--- config.mk ---
export PLATFORM = sky130hd
export DESIGN_NAME = lfsr_seq_ctrl
export DESIGN_NICKNAME = d
export VERILOG_FILES = /design/src/rtl/lfsr_pkg.sv /design/src/rtl/lfsr8_core.sv /design/src/rtl/lfsr_seq_ctrl.sv
export SDC_FILE = /design/constraint.sdc
export NUM_CORES = 1
export LEC_CHECK = 0
export ABC_CLOCK_PERIOD_IN_PS = 1930
export BUFFER_PORTS_ARGS = -buffer_cell sky130_fd_sc_hd__buf_2
export CAP_MARGIN = 20
export CORE_MARGIN = 5
export CORE_UTILIZATION = 34
export DETAILED_ROUTE_END_ITERATION = 6
export SLEW_MARGIN = 20
export SYNTH_ARGS = -nofsm -noshare
export SYNTH_HDL_FRONTEND = slang
export SYNTH_HIERARCHICAL = 1
export SYNTH_SLANG_ARGS = --single-unit
--- constraint.sdc ---
create_clock -name clk -period 1.93 [get_ports clk]
set_input_delay 0.0965 -clock clk [delete_from_list [all_inputs] [get_ports clk]]
set_output_delay 0.0965 -clock clk [all_outputs]
set_load 0.01 [all_outputs]
--- src/rtl/lfsr_pkg.sv ---
// Shared definitions for the LFSR burst sequencer.
// State encoding, widths, tap default and zero-seed substitute.
package lfsr_pkg;

    localparam int LFSR_W = 8;
    localparam logic [LFSR_W-1:0] TAPS_DEF = 8'h1D;
    localparam logic [LFSR_W-1:0] SEED_SUB = 8'h01;

    typedef enum logic [1:0] {
        IDLE,
        RUN,
        DONE
    } state_t;

    // Galois step: rotate left, xor taps into bits 7..1 when the msb falls out
    function automatic logic [LFSR_W-1:0] lfsr_step(
        input logic [LFSR_W-1:0] s,
        input logic [LFSR_W-1:0] taps
    );
        logic [LFSR_W-1:0] rot;
        logic [LFSR_W-1:0] mask;
        rot  = {s[LFSR_W-2:0], s[LFSR_W-1]};
        mask = {taps[LFSR_W-1:1], 1'b0};
        return rot ^ (mask & {LFSR_W{s[LFSR_W-1]}});
    endfunction

endpackage

--- src/rtl/lfsr8_core.sv ---
// 8-bit Galois LFSR register with synchronous load and step.
// Load takes priority over step; state holds otherwise.
module lfsr8_core
    import lfsr_pkg::*;
#(
    parameter logic [LFSR_W-1:0] TAPS = TAPS_DEF
) (
    input  logic              clk,
    input  logic              rst,
    input  logic              load,
    input  logic [LFSR_W-1:0] load_val,
    input  logic              step,
    output logic [LFSR_W-1:0] state
);

    // shift register: load a new seed or advance one step
    always_ff @(posedge clk or posedge rst) begin
        if (rst) begin
            state <= '0;
        end else if (load) begin
            state <= load_val;
        end else if (step) begin
            state <= lfsr_step(state, TAPS);
        end
    end

endmodule

--- src/rtl/lfsr_seq_ctrl.sv ---
// Burst controller streaming LFSR words over a valid/ready port.
// Holds the FSM, the 9-bit remaining-word counter and the seed flag.
module lfsr_seq_ctrl
    import lfsr_pkg::*;
#(
    parameter logic [LFSR_W-1:0] TAPS = TAPS_DEF
) (
    input  logic              clk,
    input  logic              rst,
    input  logic              start,
    input  logic [LFSR_W-1:0] seed,
    input  logic [LFSR_W-1:0] count,
    input  logic              abort,
    output logic [LFSR_W-1:0] out_data,
    output logic              out_valid,
    input  logic              out_ready,
    output logic              busy,
    output logic              done,
    output logic              seed_fix
);

    state_t            state_q;
    state_t            state_d;
    logic [LFSR_W:0]   cnt_q;
    logic              load;
    logic              step;
    logic              seed_zero;
    logic [LFSR_W-1:0] load_val;
    logic [LFSR_W-1:0] lfsr_q;

    assign seed_zero = (seed == '0);
    assign load_val  = seed_zero ? SEED_SUB : seed;

    lfsr8_core #(
        .TAPS(TAPS)
    ) u_core (
        .clk     (clk),
        .rst     (rst),
        .load    (load),
        .load_val(load_val),
        .step    (step),
        .state   (lfsr_q)
    );

    // state register
    always_ff @(posedge clk or posedge rst) begin
        if (rst) begin
            state_q <= IDLE;
        end else begin
            state_q <= state_d;
        end
    end

    // next state, load and step decisions; abort beats a transfer in RUN
    always_comb begin
        state_d = state_q;
        load    = 1'b0;
        step    = 1'b0;
        unique case (state_q)
            IDLE: begin
                if (start) begin
                    load    = 1'b1;
                    state_d = RUN;
                end
            end
            RUN: begin
                if (abort) begin
                    state_d = IDLE;
                end else if (out_ready) begin
                    step = 1'b1;
                    if (cnt_q == 9'd1) begin
                        state_d = DONE;
                    end
                end
            end
            DONE: begin
                state_d = IDLE;
            end
            default: begin
                state_d = IDLE;
            end
        endcase
    end

    // remaining words; a count of zero loads 256
    always_ff @(posedge clk or posedge rst) begin
        if (rst) begin
            cnt_q <= '0;
        end else if (load) begin
            cnt_q <= {(count == '0), count};
        end else if (step) begin
            cnt_q <= cnt_q - 9'd1;
        end
    end

    // sticky zero-seed flag, rewritten by every accepted start
    always_ff @(posedge clk or posedge rst) begin
        if (rst) begin
            seed_fix <= 1'b0;
        end else if (load) begin
            seed_fix <= seed_zero;
        end
    end

    assign out_data  = lfsr_q;
    assign out_valid = (state_q == RUN);
    assign busy      = (state_q != IDLE);
    assign done      = (state_q == DONE);

endmodule
# After elaboration in Yosys (flattened, before gate mapping)
# Index checks and enable logic that the tools add are counted.
[op_classes]
n_addsub = 1
eq_ne = 6
muxes = 15
bitwise_logic = 1
n_reduce_logical = 6
[ops]
columns = ["cell", "count"]
rows = [
  ["$mux 8", 3],
  ["$mux 9", 2],
  ["$logic_not 8->1", 2],
  ["$eq 9x1->1 const B", 1],
  ["$sub 9x1->9 const B", 1],
  ["$mux 2", 4],
  ["$xor 8x5->8", 1],
  ["$ne 3x2->1 const B", 2],
  ["$mux 1", 5],
  ["$pmux 2 s2", 1],
  ["$reduce_bool 2->1", 2],
  ["$reduce_and 3->1", 1],
  ["$eq 2x1->1 const B", 1],
  ["$eq 2x2->1 const B", 1],
  ["$logic_not 2->1", 1],
  ["$ne 2x2->1 const B", 1],
]
[totals]
register_bits = 20
inputBits = 21
word_cells = 33

# Longest topological paths before layout
[depth]
word_depth = 5
mapped_depth = 7
mapped_depth_nobuf = 5

# Modules after synthesis
# Netlist, hierarchy kept.
[by_module_without_submodules]
columns = ["mod", "n_inst", "cells_per_inst", "area_each_um2", "seq_area_each_um2"]
rows = [
  ["lfsr_seq_ctrl", 1, 84, 749.5, 300.3],
  ["lfsr8_core", 1, 40, 411.6, 200.2],
]

# Worst setup path after synthesis
# No wires, ideal clock.
[synth_path]
kind = "reg2reg"
start = "register cnt_q[2]"
end = "register cnt_q[8]"
setup_time_ns = 0.126
t_arrival_ns = 1.414
required_ns = 1.804
setup_slack_ns = 0.389
path_stages_with_launch = 5
synth_period_minus_slack_ns = 1.541
cell_sequence = "dfrtp_1 > or4_4 > nor3_2 > a31o_2 > o2bb2a_1"
[synth_via]
elab_chain_len = 3
[synth_lines]
columns = ["item", "line", "rtl"]
rows = [
  ["start, declared", "lfsr_seq_ctrl.sv:24", "logic [LFSR_W:0] cnt_q;"],
  ["start signal, assigned", "lfsr_seq_ctrl.sv:90", "cnt_q <= {(count == '0), count};"],
  ["start signal, assigned", "lfsr_seq_ctrl.sv:92", "cnt_q <= cnt_q - 9'd1;"],
  ["$sub 9x1->9", "lfsr_seq_ctrl.sv:92", ""],
  ["$mux 9", "lfsr_seq_ctrl.sv:91", "end else if (step) begin"],
  ["$mux 9", "lfsr_seq_ctrl.sv:89", "end else if (load) begin"],
]
# Every way passes these cells. The select of a mux whose other input is x is not followed.
# A chain may end at the register's enable or synchronous reset.

# Worst setup path in the final report
[layout_path]
start = "input port abort"
end = "register cnt_q[8]"
[layout_via]
elab_chain_len = 3
[layout_lines]
columns = ["item", "line", "rtl"]
rows = [
  ["start, declared", "lfsr_seq_ctrl.sv:13", "input logic abort,"],
  ["$mux 1", "lfsr_seq_ctrl.sv:67", "if (abort) begin"],
  ["$mux 1", "lfsr_seq_ctrl.sv:59", "unique case (state_q)"],
  ["via step", "lfsr_seq_ctrl.sv:26", "logic step;"],
  ["$reduce_bool 2->1 (no line)", "n/a", ""],
]
# The timed path passes the listed nets, and every way through them passes these cells.

==> impl_results.md <==
- Post-Place Cells: a little under 200
- LEAKAGE: between 0.6 and 0.7 nW
- Met3 Track Usage GR: 2.791%
- Core area: around 3300 um2
- Detailed Route Iter0 Violations: slightly below 50
- Critical path class: in -> reg
- Chip Width: 68.44 um
- Gr ovfl total: 0
- Tot GR Track Use: a little over an eighth
- Final setup viols: 0
- Total negative slack: 0 ns
- First-pass GRT wire length: around 4.7 mm
- Total power: 0.001268 W
- M1 GR Usage: ~17%
- Worst-Margin Slew: approximately 0.56 ns
- GPL Wtd Cong: 0.8103
- Net Sw Frac: between 30% and 40%
- Clock Tree Buf Depth: 2
- Antenna violations before repair: 0
- Pre-Repair DR Iteration Count: 4
- Post-CTS Resized: 0
- Sequential Power Share: approximately half
- Crit path cell chain: dlygate4sd3_1 > buf_2 > nand4bb_2 > inv_1 > and2_1 > a31o_2 > o2bb2a_1
- CTS tree: yes
- Die H: ~68 um
- Unrepaired setup endpoints after global routing: no
- Hold EP: cnt_q[5]$_DFFE_PP0P_
- Core Rows: 21
- Synth Warn #: 6
- Cell Pwr Density: 902.5 nW/um2
- Avg Vias per Cell: around 5
- Critical path's largest stage delay: 0.53 ns
- Hold Startpoint: count[5]
- Clock power frac: a little under 20%
- CP arrival: 1.89 ns
- Area Overhead vs Synth: 21.01%
- Fmax: 0.5942 GHz
- Critical R2R Capture: state_q[0]$_DFFE_PP0P_
- Tightest Hold Check Type: in -> reg
- Drt total wl: about 2.8 mm
- Status: complete, no violations
- Setup ws final: ~0.25 ns
- VDD IR-drop max: around 0.00031 V
- Worst EP required: between 2 and 2.5 ns
- Max-slew headroom: approximately 62%
- Routed len/inst: ~14 um
- Fin nets: approximately 180
- Register area share after synthesis: 43.10%
- Vias in the first global route: roughly 1.0k
- # IOs: 33
- Post-CTS Hold Buffers: 2
- Commonest non-fill, non-tap cells in the layout: 32 x buf_2, 20 x dfrtp_1, 14 x nand2_1, 7 x nor2_1, 7 x o21ai_0
- Residual DRC: 0
- Pin count of the biggest net entering global routing: 17
- Final Skew: around 0.0038 ns
- Critical-path top delay cell: dlygate4sd3_1
- Final Slew Violations: 0
- Reg2reg path depth: 4
- Fin crit share: 87.20%
- Antenna diodes: 0
- Synthesized cell area: approximately 1200 um2
- Crit path time final: 1.683 ns
- Clk sinks: 20
- Vias: slightly above 1k
- Async S/R FF share, synth: 100.0%
- GR Util met2: 22.53%
- Post-Syn Nets: between 100 and 150
- Gate power share: between 30% and 40%
- Synth cell types: 42
- Reg-to-Reg Start: cnt_q[2]$_DFFE_PP0P_
- Critical Path Source Type: input port
- Max-cap violations: 0
- H-Tree Depth: 1
- Pre-CTS setup slack: approximately 0.28 ns
- CP endpoint kind: register
- Post-Syn Instances: around 120
- Buffers added on ports: 32
- Fraction of layout cells with a size suffix above 1: a little under a third
- Crit-path max FO: 6
- Busiest layer in global routing: met2
- Pint: 0.0008237 W
- Setup bufs post-CTS: 0
- Clk root buf: clkbuf_4
- Reg-to-reg slack, setup: 0.25 ns
- Endpoints failing hold: 0
- Worst Hold Depth: 3
- Worst-path clk slew: 0.12 ns
- Fin cells: 200
- Synth Flop Type: dfrtp_1
- EDFF count, synth: 0
- Post-DP HPWL: roughly 2.3 mm
- Routed Antenna Nets: 0
- Leading cell type in the layout, fill and taps excluded: buf_2
- Starting density of the core: 35.07%
- Clock latency on the worst-skew pair: between 0.3 and 0.4 ns
- Die area: about 4700 um2
- Syn Area/Cell: 9.364 um2
- TritonCTS Buffers: 3
- Worst setup path start: abort
- Sw Pwr: 0.0004444 W
- Yosys reg bits: 20
==> power groups by stage <==
| stage | clock network, W | logic (W) | registers [W] |
|---|---|---|---|
| after floorplan | 0 | 0.000262 | 0.000617 |
| after global placement | 0 | 0.000392 | 0.000621 |
| after detailed placement | 0 | 0.000398 | 0.000627 |
| after CTS | 0.000262 | 0.000404 | 0.000619 |
| after global routing | 0.000284 | 0.000447 | 0.000632 |
| final | 0.000253 | 0.000396 | 0.000619 |
==> cells in the mapped netlist (all sizes together), types with 2 or more instances <==
cell type | n | area share (%)
dfrtp | 20 | 43
nand2 | 14 | 4.5
clkbuf | 8 | 2.7
nor2 | 8 | 2.8
inv | 7 | 2.3
o21ai | 7 | 3.0
mux2i | 5 | 4.3
o211ai | 5 | 3.2
buf | 4 | 2.5
nand3 | 4 | 1.7
nor4 | 4 | 2.2
or3b | 4 | 3.0
a221o | 3 | 2.6
xnor2 | 3 | 2.3
a21oi | 2 | 0.86
a31o | 2 | 1.5
ha | 2 | 2.2
nand2b | 2 | 1.1
nand4 | 2 | 1.1
nor2b | 2 | 1.1
nor3 | 2 | 1.3
==> worst max-delay path by stage <==
stage,endpoint,slack (ns),cells past startpoint
finish,cnt_q[8]$_DFFE_PP0P_,0.25,7
global route,cnt_q[8]$_DFFE_PP0P_,0.15,5
CTS,state_q[0]$_DFFE_PP0P_,0.26,4
detailed placement,state_q[0]$_DFFE_PP0P_,0.28,4
global placement,cnt_q[8]$_DFFE_PP0P_,0.33,5
floorplan,cnt_q[8]$_DFFE_PP0P_,0.39,4
==> cells by family (layout without fill, tap and decap cells) <==
kind of cell	Yosys count	count (layout)	share of synthesized area, %
AND/OR/NAND/NOR	49	49	24.35
buffers and inverters	19	49	7.435
XOR/XNOR	4	4	3.018
adder cells (fa/ha/maj)	2	2	2.155
AO/OA/AOI/OAI	25	25	15.63
multiplexers	5	5	4.311
flip-flops	20	20	43.10
==> layout make-up <==
cell class              count  area [um2]
repair buffers             38       210.2
well taps                  46       57.56
clock buffers               4       36.28
flip-flops and latches     20       500.5
inverters                   7       26.28
multi-input cells          85       574.3
fillers                   349        1906
==> per-stage QoR <==
step / utilization, % / instance area [um2] / hold WS, ns
global placement: 40.74 / 1349 / 0.07614
finish: 42.44 / 1405 / 0.01529
floorplan: - / 1161 / -0.08784
global route: 42.44 / 1405 / 0.01085
detailed placement: 40.74 / 1349 / 0.07999
CTS: 42.44 / 1405 / 0.01337
==> per-layer routing <==
layer,part of all wire (%),vias to the layer above
li1,-,501
met1,46,474
met2,46,37
met3,6.6,6
met4,1.5,0
met5,0,-
==> worst max-delay path, delay by kind of cell <==
family                 cells  cell delay [ns]
AO/OA/AOI/OAI              2             0.37
buffers and inverters      3             0.88
AND/OR/NAND/NOR            2             0.55
==> state kept, by name, summed over array words and instances (netlist names) <==
name          flops
state_q           2
cnt_q             9
u_core/state      8
seed_fix          1
Note: power is estimated with default switching activity, not from simulation.
